[src/rtl/simple_fifo_lvl.sv]
// simple_fifo_lvl: single-clock FIFO with live occupancy, runtime almost-full/almost-empty
// thresholds and sticky overflow/underflow flags. FWFT selects the read style:
//   0 = registered read, rd_data valid the cycle after an accepted pop
//   1 = first-word-fall-through, rd_data already holds the head whenever empty == 0
// Optional build macro SIMPLE_FIFO_LVL_PEAK_EN adds a registered high-water mark (peak_level).
module simple_fifo_lvl #(
    parameter int DEPTH_WIDTH = 4,
    parameter int DATA_WIDTH  = 8,
    parameter int FWFT        = 0,
    // Clamped widths so degenerate parameter values still build a 2-entry, 1-bit FIFO
    localparam int AW = (DEPTH_WIDTH < 1) ? 1 : DEPTH_WIDTH,
    localparam int DW = (DATA_WIDTH < 1) ? 1 : DATA_WIDTH
) (
    input  logic          clk,
    input  logic          rst,
    input  logic [DW-1:0] wr_data,
    input  logic          wr_en,
    output logic [DW-1:0] rd_data,
    input  logic          rd_en,
    input  logic [AW:0]   af_th,
    input  logic [AW:0]   ae_th,
    input  logic          clr_err,
    output logic [AW:0]   level,
    output logic          full,
    output logic          empty,
    output logic          almost_full,
    output logic          almost_empty,
    output logic          overflow,
    output logic          underflow
`ifdef SIMPLE_FIFO_LVL_PEAK_EN
    ,
    output logic [AW:0]   peak_level
`endif
);

    localparam int unsigned  DEPTH    = 1 << AW;
    localparam logic [AW:0]  LVL_ONE  = (AW+1)'(1);
    localparam logic [AW:0]  LVL_FULL = (AW+1)'(DEPTH);
    localparam logic [AW-1:0] PTR_ONE = AW'(1);

    // Storage; contents are never reset, only pointers and flags are
    logic [DW-1:0] mem [DEPTH];

    logic [AW-1:0] wr_ptr, wr_ptr_d;
    logic [AW-1:0] rd_ptr, rd_ptr_d;
    logic [AW:0]   level_d;
    logic          we;
    logic          re;
    logic          overflow_d;
    logic          underflow_d;

    // The MSB of level is set only at level == DEPTH, so it is the full flag
    assign full = level[AW];

    // Accept decisions and next-state values, all from registered flags
    always_comb begin
        we          = wr_en & ~full;
        re          = rd_en & ~empty;
        wr_ptr_d    = we ? (wr_ptr + PTR_ONE) : wr_ptr;
        rd_ptr_d    = re ? (rd_ptr + PTR_ONE) : rd_ptr;
        level_d     = level;
        unique case ({we, re})
            2'b10:   level_d = level + LVL_ONE;
            2'b01:   level_d = level - LVL_ONE;
            default: level_d = level;
        endcase
        // A fresh error event wins over clr_err in the same cycle
        overflow_d  = (wr_en & full) | (overflow & ~clr_err);
        underflow_d = (rd_en & empty) | (underflow & ~clr_err);
    end

    // Storage write port
    always_ff @(posedge clk) begin
        if (we) begin
            mem[wr_ptr] <= wr_data;
        end
    end

    // Pointers, occupancy and all status flags, registered from the next level
    always_ff @(posedge clk) begin
        if (rst) begin
            wr_ptr       <= '0;
            rd_ptr       <= '0;
            level        <= '0;
            empty        <= 1'b1;
            almost_full  <= 1'b0;
            almost_empty <= 1'b1;
            overflow     <= 1'b0;
            underflow    <= 1'b0;
        end else begin
            wr_ptr       <= wr_ptr_d;
            rd_ptr       <= rd_ptr_d;
            level        <= level_d;
            empty        <= (level_d == '0);
            almost_full  <= (level_d >= af_th);
            almost_empty <= (level_d <= ae_th);
            overflow     <= overflow_d;
            underflow    <= underflow_d;
        end
    end

    if (FWFT != 0) begin : g_fwft
        // Word that will sit at the head after this cycle; when the head slot is the one
        // being written right now, forward wr_data so a write to an empty FIFO shows next cycle
        logic [DW-1:0] head_d;

        // Select the next head word (write-to-read bypass or storage)
        always_comb begin
            head_d = mem[rd_ptr_d];
            if (we && (rd_ptr_d == wr_ptr)) begin
                head_d = wr_data;
            end
        end

        // Output register tracks the head every cycle; its validity is ~empty, which reset clears
        always_ff @(posedge clk) begin
            rd_data <= head_d;
        end
    end else begin : g_std
        // Registered read: load the popped word, hold until the next accepted pop
        always_ff @(posedge clk) begin
            if (re) begin
                rd_data <= mem[rd_ptr];
            end
        end
    end

`ifdef SIMPLE_FIFO_LVL_PEAK_EN
    logic [AW:0] peak_d;

    // High-water mark; clr_err restarts it from the current occupancy
    always_comb begin
        peak_d = peak_level;
        if (clr_err) begin
            peak_d = level_d;
        end else if (level_d > peak_level) begin
            peak_d = level_d;
        end
    end

    // Peak register
    always_ff @(posedge clk) begin
        if (rst) begin
            peak_level <= '0;
        end else begin
            peak_level <= peak_d;
        end
    end
`endif

endmodule

[config.mk]
export PLATFORM = sky130hd
export DESIGN_NAME = simple_fifo_lvl
export DESIGN_NICKNAME = d
export VERILOG_FILES = /design/src/rtl/simple_fifo_lvl.sv
export SDC_FILE = /design/constraint.sdc
export NUM_CORES = 1
export LEC_CHECK = 0
export CAP_MARGIN = 20
export CELL_PAD_IN_SITES_DETAIL_PLACEMENT = 0
export CELL_PAD_IN_SITES_GLOBAL_PLACEMENT = 1
export CORE_MARGIN = 4
export CORE_UTILIZATION = 54
export DETAILED_ROUTE_END_ITERATION = 12
export GPL_ROUTABILITY_DRIVEN = 0
export PLACE_DENSITY = 0.94
export SETUP_SLACK_MARGIN = 0.4
export SLEW_MARGIN = 10
export SYNTH_ARGS = -nofsm -noshare
export SYNTH_HDL_FRONTEND = slang
export SYNTH_SLANG_ARGS = --single-unit
[constraint.sdc]
create_clock -name clk -period 6.1 [get_ports clk]
set_input_delay 1.22 -clock clk [delete_from_list [all_inputs] [get_ports clk]]
set_output_delay 1.22 -clock clk [all_outputs]
set_load 0.03 [all_outputs]
# Word level (Yosys, flattened, before mapping)
# Memories as Yosys holds them, arrays and structs flattened. A register that Yosys moved wholly into a read port is not among the register bits.
# Cells that the tools add are included.
[word_totals] wordCells=32 regBits=18 in_bits=23 output_inout_bits=19 memories=1 ram_bits=128
[classes] reduce_logical=1 addsub=4 n_bitwise=11 n_lt_le_gt_ge=2 n_mux=3 eq_ne=2
[mem_list] memory="mem" words=16 width=8 rd=1 rd_ports_with_merged_regs=1 write_ports=1 line="42" source="logic [DW-1:0] mem [DEPTH];"
[op_table] op="case mux 5 bit (2 select lines)" n=1
[op_table] op="adder 4 x 1 -> 4 bit, second input constant" n=2
[op_table] op="bitwise AND 1 bit" n=6
[op_table] op="adder 5 x 1 -> 5 bit, second input constant" n=1
[op_table] op="greater-or-equal comparator 5 bit" n=1
[op_table] op="<= comparator 5 bit" n=1
[op_table] op="logical NOT 5 bit" n=1
[op_table] op="subtractor 5 x 1 -> 5 bit, second input constant" n=1
[op_table] op="inverter 1 bit" n=3
[op_table] op="equality test 2 x 1 -> 1 bit, second input constant" n=1
[op_table] op="equality test 2 bit, second input constant" n=1
[op_table] op="2-to-1 mux 1 bit" n=2
[op_table] op="OR 1 bit" n=2

# Depth between registers and ports, before layout
[logic_depth] depth_word=5 depth_mapped=16 depth_no_buf=15

# Least setup slack after synthesis
# Ideal clock, no wire load.
[synth_path] path_type="input port to flip-flop" from="input port wr_en" to="register almost_empty" stages=16 required_ns=5.986 path_slack_ns=1.994 t_arrival_ns=3.992 n_path_buf=1 setup_time_ns=0.114 path_cell_list="nor2b_1 -> buf_6 -> clkinv_4 -> nand2_1 -> xnor2_1 -> ha_1 -> or3b_2 -> a211oi_1 -> or4_1 -> o21a_1 -> inv_1 -> ha_1 -> inv_1 -> a211o_1 -> a2111o_1 -> a21o_1"
[synth_via] elab_chain_cells=4 word_cells_on_any_way=5 classes_between="1 x order compare; 2 x eq/ne; 1 x mux; 1 x bitwise"
[synth_lines] element="start: declaration" line="17" source="input logic wr_en,"
[synth_lines] element="bitwise AND 1 bit (*)" line="57" source="we = wr_en & ~full;"
[synth_lines] element="equality test 2 x 1 -> 1 bit / equality test 2 bit (equally long branches)" line="62" source="unique case ({we, re})"
[synth_lines] element="case mux 5 bit (2 select lines) (*)" line="62"
[synth_lines] element="net level_d[4]" line="46" source="logic [AW:0] level_d;"
[synth_lines] element="<= comparator 5 bit (*)" line="96" source="almost_empty <= (level_d <= ae_th);"
[synth_lines] element="end signal: assignment" line="96"
[synth_lines] element="end: declaration" line="27" source="output logic almost_empty,"
# The timed path passes the listed nets; every way through them passes the cells marked *.
# A chain may end at the register's enable or synchronous reset.

# Final worst setup path
[layout_path] from="input port rd_en" to="register almost_empty"
[layout_via] elab_chain_cells=4 word_cells_on_any_way=5 classes_between="1 x order compare; 2 x eq/ne; 1 x mux; 1 x bitwise"
[layout_lines] element="start: declaration" line="19" source="input logic rd_en,"
[layout_lines] element="bitwise AND 1 bit (*)" line="58" source="re = rd_en & ~empty;"
[layout_lines] element="net re" line="48" source="logic re;"
[layout_lines] element="equality test 2 x 1 -> 1 bit / equality test 2 bit (equally long branches)" line="62"
[layout_lines] element="case mux 5 bit (2 select lines) (*)" line="62"
[layout_lines] element="net level_d[4]" line="46"
[layout_lines] element="<= comparator 5 bit (*)" line="96"
# Marks and branches as above.

==> run_results.csv <==
group,metric,value,unit
cells_and_area,fin_nets,440,
worst_setup_path,critical_path.slowest_cell,"or3b_2",
worst_setup_path,required,6.41,ns
placement,port_buffers,41,
sta,rsz0062_at_grt,"false",
floorplan,core-area,11500,sq um
placement,dp_slack,1.13,ns
pwr,seqPwrFrac,43.8,%
clocking,post_cts_resized,0,
synthesis,synthArstFlopShare,0,%
worst_setup_path,crit_buf_inv,4,
worst_setup_path,worstSetupPathType,"input pin to flop",
worst_setup_path,crit_path_start_kind,"input pin",
synthesis,yosys_warnings,0,
synthesis,synth_area_per_cell,18.0,sq um
route,drc,0,
cells_and_area,utilization,65.2,%
clocking,cts_root_buffer,"clkbuf_16",
synthesis,synth-edff-count,136,
clocking,cts_sinks,154,
cells_and_area,diodes,0,
route,antenna_left,0,
pwr,powerDensity,377,nW/um^2
pwr,pwr-share-clk,37.1,%
route,drt-vias-per-instance,6.03,
worst_setup_path,reg2reg_from,"empty",
clocking,cts_hold_buf,0,
worst_hold_path,hold_start,"overflow",
synthesis,synthesis.nets,390,
cells_and_area,final_cell_area,7470,sq um
synthesis,syn_area,6350,sq um
clocking,post_cts_buffers,0,
clocking,cts.clk_slew.worst_paths,0.06,ns
pwr,power_frac_comb,19.1,%
clocking,cts_buffer_depth,2,
sta,tightest_slew,0.859,ns
worst_setup_path,rr_worst_depth,15,
route,drt_iter0_drc,438,
worst_setup_path,cp_max_fo,16,
global_routing,grt_max_degree,36,
worst_setup_path,cp.arrival,4.89,ns
route,wirelength,13000,um
worst_setup_path,end_kind,"flop",
clocking,cts_tree,"yes",
floorplan,die_h,116,um
cells_and_area,drive_gt1_share,19.8,%
synthesis,synth.distinct_cells,43,
floorplan,die-area,13600,sq um
cells_and_area,layout_common_cells,"136 x edfxtp_1, 41 x clkdlybuf4s50_1, 40 x mux4_2",
cells_and_area,final_common_cell,"edfxtp_1",
sta,relSlewSlack,42.6,%
sta,period_needed,4.59,ns
sta,clock_skew,0.00608,ns
pwr,switching_share,26.7,%
worst_setup_path,critPathTopFamily,"compound AO/OA/AOI/OAI gates",
cells_and_area,fin_cells,558,
floorplan,die_x,116,um
placement,place_area,6890,sq um
worst_hold_path,worstHoldPathType,"flop to flop",
worst_setup_path,crit_cells,16,
cells_and_area,area_growth,17.7,%
worst_setup_path,cp_cell_sequence,"clkdlybuf4s50_1 > nand2b_1 > clkinv_4 > nand2_1 > xnor2_1 > ha_1 > or3b_2 > a211oi_1 > or4_1 > o21a_1 > inv_1 > ha_1 > inv_1 > a211o_1 > a2111o_1 > a21o_1",
sta,drv_slew,0,
pwr,p_int,0.00206,W
pwr,power.leakage,2.48,nW
clocking,worstSkewPairLatency,0.41,ns
global_routing,grt_first_pass_wirelength,20200,um
worst_hold_path,worstHoldEndpoint,"overflow",
worst_setup_path,reg2reg_to,"almost_empty",
global_routing,overflow,0,
clocking,cts-buffers-inserted,17,
global_routing,antenna_found_initial,0,
sta,max_freq,218,MHz
pwr,peakVddDrop,0.199,mV
worst_setup_path,r2r_slack,2.32,ns
sta,hold_viol,0,
global_routing,track_usage,21.0,%
sta,finalSetupViolCount,0,
worst_hold_path,holdPathStages,2,
floorplan,start_util,55.4,%
synthesis,synth_seq_cells,154,
pwr,switchingPower,0.000752,W
placement,hpwl,7760,um
clocking,cts_htree_levels,4,
worst_setup_path,cp_slowest_stage_delay,0.47,ns
synthesis,yosys_most_used_dff,"edfxtp_1",
global_routing,grt_pass1_vias,3429,
sta,fin_crit_sh,75.2,%
sta,finalSetupTns,0,ns
run,max-cap-violations,0,
floorplan,num_rows,39,
floorplan,pin_count,42,
outcome,status,"completed",
sta,fin_ws,1.51,ns
route,via_count,3363,
placement,place_inst,526,
synthesis,ys_seq_area_share,70.0,%
route,avgRoutedWirePerCell,23.3,um
synthesis,synth_cells,352,
route,firstDrtPassIters,7,
## cell type report
type	count	area, sq um
clock buffers	17	425
inverters	18	77.6
repair buffers	48	463
well taps	143	179
multi-input cells	163	1720
fillers	738	3990
clock inverters	15	163
flip-flops and latches	154	4450
## Yosys cell counts, drive strengths merged, types with 2 or more instances
cell type,count,area (sq um)
edfxtp,136,4080
mux4,40,901
nor2,26,97.6
dfxtp,18,360
inv,16,60.1
ha,15,188
nand2,12,45.0
clkbuf,9,33.8
buf,8,75.1
nor3,7,35.0
a21o,6,45.0
a21oi,5,25.0
nand2b,5,31.3
nor2b,5,31.3
xor2,5,43.8
nand3,4,20.0
o21ai,4,20.0
xnor2,4,35.0
a22oi,3,27.5
clkinv,2,17.5
nand4,2,12.5
nor3b,2,15.0
## worst register-to-register path, cell delays in order, from the launching register on
cell and delay, ns:
dfxtp_1 0.39, nand2b_1 0.36, clkinv_4 0.24, nand2_1 0.13, xnor2_1 0.12, ha_1 0.21, or3b_2 0.47, a211oi_1 0.20
or4_1 0.14, o21a_1 0.17, inv_1 0.08, ha_1 0.31, inv_1 0.06, a211o_1 0.23, a2111o_1 0.40, a21o_1 0.17
## kinds of logic (layout without fill, tap and decap cells)
family,after synthesis,count (layout),share of synthesized area (%)
flip-flops,154,154,70.0
AND/OR/NAND/NOR,68,68,5.10
multiplexers,41,41,14.4
buffers and inverters,35,98,2.94
AO/OA/AOI/OAI,30,30,3.43
adder cells (fa/ha/maj),15,15,2.96
XOR/XNOR,9,9,1.24
## power groups by stage
stage | clock network (W) | logic [W] | registers, W
2_1_floorplan | 0 | 0.000336 | 0.00130
6_report | 0.00104 | 0.000537 | 0.00123
3_5_place_dp | 0 | 0.000533 | 0.00126
4_1_cts | 0.00106 | 0.000540 | 0.00123
5_1_grt | 0.00112 | 0.000584 | 0.00124
3_3_place_gp | 0 | 0.000520 | 0.00125
## layer usage
layer | global-route usage [%] | vias up | routed length, um | share of wire, %
met1 | 29.4 | 1698 | 5230 | 40
met5 | 0 | - | 0 | 0
li1 | - | 1484 | - | -
met4 | 5.49 | 0 | 141 | 1.1
met2 | 33.3 | 163 | 6650 | 51
met3 | 5.60 | 18 | 981 | 7.5
## metrics by stage
| stage | total power (W) | hold WS (ns) |
|---|---|---|
| 6_report | 0.00282 | 0.515 |
| 5_1_grt | 0.00294 | 0.550 |
| 4_1_cts | 0.00283 | 0.529 |
| 3_5_place_dp | 0.00179 | 0.511 |
| 3_3_place_gp | 0.00177 | 0.478 |
| 2_1_floorplan | 0.00164 | 0.482 |
## registers in the layout, indices dropped and copies added (netlist names)
name          flops
underflow         1
rd_ptr            4
overflow          1
wr_ptr            4
empty             1
mem             128
almost_full       1
rd_data           8
almost_empty      1
level             5
## worst max-delay path by stage
stage	startpoint	endpoint	slack, ns
floorplan	wr_en	almost_empty	1.99
global placement	rd_en	almost_empty	1.26
detailed placement	rd_en	almost_empty	1.13
CTS	rd_en	almost_empty	1.56
global route	rd_en	almost_empty	1.36
finish	rd_en	almost_empty	1.51
(Power assumes the default switching activity.)
